===== config.mk =====
export PLATFORM = sky130hd
export DESIGN_NAME = serial_adder_ctrl
export DESIGN_NICKNAME = d
export VERILOG_FILES = /design/src/rtl/serial_adder_ctrl.sv
export SDC_FILE = /design/constraint.sdc
export NUM_CORES = 1
export LEC_CHECK = 0
export ABC_AREA = 1
export CAP_MARGIN = 15
export CORE_ASPECT_RATIO = 1.1
export CORE_MARGIN = 10
export CORE_UTILIZATION = 50
export CTS_CLUSTER_DIAMETER = 200
export CTS_CLUSTER_SIZE = 24
export DETAILED_ROUTE_END_ITERATION = 10
export PLACE_DENSITY = 0.74
export SLEW_MARGIN = 20
export SYNTH_ARGS = -nofsm -noshare
export SYNTH_HDL_FRONTEND = slang
export SYNTH_SLANG_ARGS = --single-unit
export TNS_END_PERCENT = 10

===== constraint.sdc =====
create_clock -name clk -period 1.5 [get_ports clk]
set_input_delay 0.15 -clock clk [delete_from_list [all_inputs] [get_ports clk]]
set_output_delay 0.15 -clock clk [all_outputs]
set_load 0.02 [all_outputs]

===== src/rtl/serial_adder_ctrl.sv =====
// serial_adder_ctrl: bit-serial unsigned adder sequencing one shared full-adder cell
// over WIDTH cycles with a start/busy/done handshake.
module half_adder (
    input  logic a_i,
    input  logic b_i,
    output logic s_o,
    output logic c_o
);
    assign s_o = a_i ^ b_i;
    assign c_o = a_i & b_i;
endmodule

module serial_adder_ctrl #(
    parameter int WIDTH = 8
) (
    input  logic             clk,
    input  logic             rst_n,
    input  logic             start,
    input  logic [WIDTH-1:0] a,
    input  logic [WIDTH-1:0] b,
    output logic             busy,
    output logic             done,
    output logic [WIDTH-1:0] sum,
    output logic             cout
);
    localparam int CW = $clog2(WIDTH);
    typedef enum logic [1:0] {IDLE, RUN, DONE} state_t;
    state_t           state_q;
    logic [WIDTH-1:0] a_sh_q, b_sh_q, sum_sh_q, sum_sh_d;
    logic [CW-1:0]    cnt_q;
    logic             carry_q, p, g0, s, g1, c, last;
    // Full-adder cell built from two half adders; carry is the OR of both generates.
    half_adder u_ha0 (.a_i(a_sh_q[0]), .b_i(b_sh_q[0]), .s_o(p), .c_o(g0));
    half_adder u_ha1 (.a_i(p), .b_i(carry_q), .s_o(s), .c_o(g1));
    assign c        = g0 | g1;
    assign sum_sh_d = {s, sum_sh_q[WIDTH-1:1]};
    assign last     = cnt_q == CW'(WIDTH - 1);
    always_ff @(posedge clk or negedge rst_n) begin
        if (!rst_n) begin
            state_q  <= IDLE;
            a_sh_q   <= '0;
            b_sh_q   <= '0;
            sum_sh_q <= '0;
            cnt_q    <= '0;
            carry_q  <= 1'b0;
            busy     <= 1'b0;
            done     <= 1'b0;
            sum      <= '0;
            cout     <= 1'b0;
        end else begin
            case (state_q)
                IDLE: if (start) begin
                    state_q  <= RUN;
                    a_sh_q   <= a;
                    b_sh_q   <= b;
                    sum_sh_q <= '0;
                    cnt_q    <= '0;
                    carry_q  <= 1'b0;
                    busy     <= 1'b1;
                end
                RUN: begin
                    a_sh_q   <= a_sh_q >> 1;
                    b_sh_q   <= b_sh_q >> 1;
                    sum_sh_q <= sum_sh_d;
                    carry_q  <= c;
                    cnt_q    <= cnt_q + CW'(1);
                    if (last) begin
                        state_q <= DONE;
                        sum     <= sum_sh_d;
                        cout    <= c;
                        busy    <= 1'b0;
                        done    <= 1'b1;
                    end
                end
                DONE: begin
                    state_q <= IDLE;
                    done    <= 1'b0;
                end
                default: state_q <= IDLE;
            endcase
        end
    end
endmodule


==> metrics.yaml, run 1 <==
placed_design:
  pre_cts_ws_ps: 141
  place_hpwl_mm: 2.60
  port-buffer-count: 29
  globalplace.congestion: 0.745
power_and_ir_drop:
  netSwitchingFraction_pct: 37.9
  peakVddDrop_mv: 1.14
  pwr-share-clk_pct: 19.2
  power.share.combinational_pct: 42.9
  p_seq_share_pct: 37.9
  p_leak_uw: 0.00124
  p_per_area_mw_per_mm2: 2060
  p_switching_uw: 1830
  internal-power_uw: 3010
setup_path:
  critPathCaptureType: "output port"
  cp.buffers_inverters: 1
  worstSetupPathType: "register to output port"
  arrival_ps: 1270
  cpPeakStageDelay_ps: 610
  regToRegStartpoint: "cnt_q[0]"
  path_max_fanout: 2
  worstPathRequired_ps: 1350
  cp-start-kind: "register"
  path_cells: "clkdlybuf4s50_1"
  critical_path.top_delay_family: "buffers and inverters"
  slowest_stage: "clkdlybuf4s50_1"
  startpoint: "sum[4]"
synthesis:
  synth.most_common_cell: "nand2_1"
  syn_nets: 247
  avgSynthCellArea_sq_um: 8.39
  yosys-top-cells-area: "dfrtp_1 53%, nand3_1 12%, nand2_1 12%, inv_1 7.6%, buf_6 3.0%"
  ys_ff_latch: 40
  ys.warnings.count: 0
  yosysUniqueCellTypes: 16
  synth-edff-count: 0
  synthAdderAreaFrac_pct: 2.39
  yosys.area.top_type: "dfrtp_1"
  syn_area_sq_mm: 0.00189
  synth_top_area_share_pct: 53.1
  synth.area.mux_share_pct: 0
  yosys.area_share.simple_pct: 26.1
  synth_xor_area_share_pct: 0
  synthCells: 225
  ys_async_sr_fraction_pct: 100
  synth-main-ff-cell: "dfrtp_1"
  yosys-top-cells-count: "59 x nand2_1, 45 x nand3_1, 40 x dfrtp_1"
  yosysSeqAreaShare_pct: 53.1
  synth_top_family_by_area: "simple AND/OR/NAND/NOR gates"
  synth-compound-area-share_pct: 5.31
floorplan:
  pin_count: 30
  dieArea_sq_mm: 0.00663
  coreArea_sq_mm: 0.00365
  num_rows: 23
  dieWidth_um: 78.6
  die_height_um: 84.4
  start_util_pct: 51.6
grt:
  grt_pass1_vias: 1485
  grt_usage_pct: 12.2
  grt_max_degree: 41
  antenna_found_initial: 0
  grt_pass1_wl_mm: 6.62
  grt-ovfl-total: 0
min_path:
  min_from: "a[7]"
  min_path_type: "input pin to register"
layout:
  fin_nets: 281
  fin_util_pct: 64.2
  drive_above_1_share_pct: 8.85
  area.growth.synth_to_final_pct: 24.4
  diodes: 0
timing:
  slew_headroom_pct: 66.9
  setup_viol: 0
  rsz0062_at_grt: "false"
  skew_ps: 7.75
  fin_crit_sh_pct: 94.7
  setup_tns_ps: 0
  finalMaxSlewViolations: 0
  fin_crit_ps: 1420
  tightest_slew_ps: 497
  max_freq_ghz: 0.704
  hold_violations: 0
  final.setup.worst_slack_ps: 79.9
job:
  maxCapViolations: 0
clocking:
  clk_pin_slew_ps: 80
  cts_buffer_depth: 2
  root_buffer: "clkbuf_8"
  cts_max_level: 2
  cts_sinks: 40
  cts_tree: "yes"
  cts-buffers-inserted: 5
  postCtsSetupBuffers: 0
  clock_latency_ps: 300
status:
  outcome: "complete, no violations"
drt:
  drtAntennaViolNets: 0
  first_pass_iters: 4
  drtIter0Drc: 142
  remaining_drc_errors: 0
  viasPerCell: 4.77
  wirelength_mm: 3.81
  post_drt_wl_per_cell_um: 12.3
  num_vias: 1479
[final timing paths]
path | endpoint | slack (ps) | cells after the start
max in group asynchronous | b_sh_q[5] | 710 | 3
min in group asynchronous | sum[4] | 440 | 3
setup / recovery | sum[4] | 80 | 1
hold reg to reg | cnt_q[0] | 480 | 1
hold / removal | a_sh_q[7] | 430 | 3
setup reg to reg | sum[5] | 130 | 7
[power by group through the flow]
stage | Clock (uW) | Combinational, uW | Sequential, uW
global placement | 0 | 2060 | 1850
global route | 987 | 2370 | 1900
floorplan | 0 | 1340 | 1960
CTS | 944 | 2110 | 1840
finish | 930 | 2080 | 1840
detailed placement | 0 | 2100 | 1850
[cell usage in the layout (no fill, tap or decap)]
| master | netlist | routed |
|---|---|---|
| o21ai_1 | 8 | 8 |
| nand2_2 | 2 | 2 |
| fa_1 | 1 | 1 |
| dfrtp_1 | 40 | 40 |
| bufinv_16 | 0 | 1 |
| clkinv_4 | 0 | 1 |
| dlygate4sd3_1 | 0 | 1 |
| nand2_4 | 2 | 2 |
| buf_4 | 3 | 8 |
| nand3_1 | 45 | 45 |
| nor2_1 | 3 | 3 |
| nand2_1 | 59 | 59 |
| a21oi_1 | 2 | 2 |
| buf_2 | 4 | 1 |
| ha_1 | 2 | 2 |
| clkdlybuf4s50_1 | 0 | 28 |
| inv_4 | 1 | 1 |
| clkbuf_8 | 0 | 6 |
| buf_12 | 0 | 1 |
| inv_1 | 38 | 38 |
| o21ai_0 | 10 | 10 |
[final cells by class]
class                           count  area (sq um)
Inverter                           39           149
Multi-Input combinational cell    134           638
Clock buffer                        6          82.6
Sequential cell                    40          1000
Fill cell                         319          1310
Clock inverter                      2          38.8
Timing Repair Buffer               39           375
Tap cell                           50          62.6
[cell families (layout without fill, tap and decap cells)]
group           Yosys count  count (layout)
compound gates           20              20
simple gates            111             111
fa+ha+maj                 3               3
flops                    40              40
buf+inv                  51              86
[what timing repair did]
item                                    in CTS  in global routing
hold buffers                                 1                  0
gates resized for setup                      0                  0
endpoints found under the hold margin       40                  0
endpoints found under the setup margin       0                  0
[layer usage]
layer | global-route usage [%] | wire length [um] | up-vias
met3 | 3.94 | 173 | 5
met5 | 0 | 0 | -
li1 | - | - | 764
met2 | 19.4 | 1810 | 28
met1 | 14.6 | 1740 | 682
met4 | 5.38 | 75 | 0
[per-stage QoR]
stage	total power, uW	hold WS, ps	instance area [sq um]	cells
2_1_floorplan	3300	-146	1890	225
3_3_place_gp	3910	236	2220	301
4_1_cts	4890	420	2350	310
3_5_place_dp	3950	237	2220	301
6_report	4850	427	2350	310
5_1_grt	5260	454	2350	310
[state kept, by name, summed over array words and instances (netlist names)]
name and flops:
sum_sh_q 7, sum 8, carry_q 1, cout 1
cnt_q 3, state_q 2, a_sh_q 8, done 1
busy 1, b_sh_q 8
Power figures use the tool's default switching activity.
==> run 2, diff against run 1 <==
--- a/config.mk
+++ b/config.mk
@@ -11,7 +11,7 @@
 export CORE_MARGIN = 10
 export CORE_UTILIZATION = 50
 export CTS_CLUSTER_DIAMETER = 200
-export CTS_CLUSTER_SIZE = 24
+export CTS_CLUSTER_SIZE = 20
 export DETAILED_ROUTE_END_ITERATION = 10
 export PLACE_DENSITY = 0.74
 export SLEW_MARGIN = 20
==> results of run 2 <==
Same layout as run 1: the final DEF is identical, and so are final timing and power.
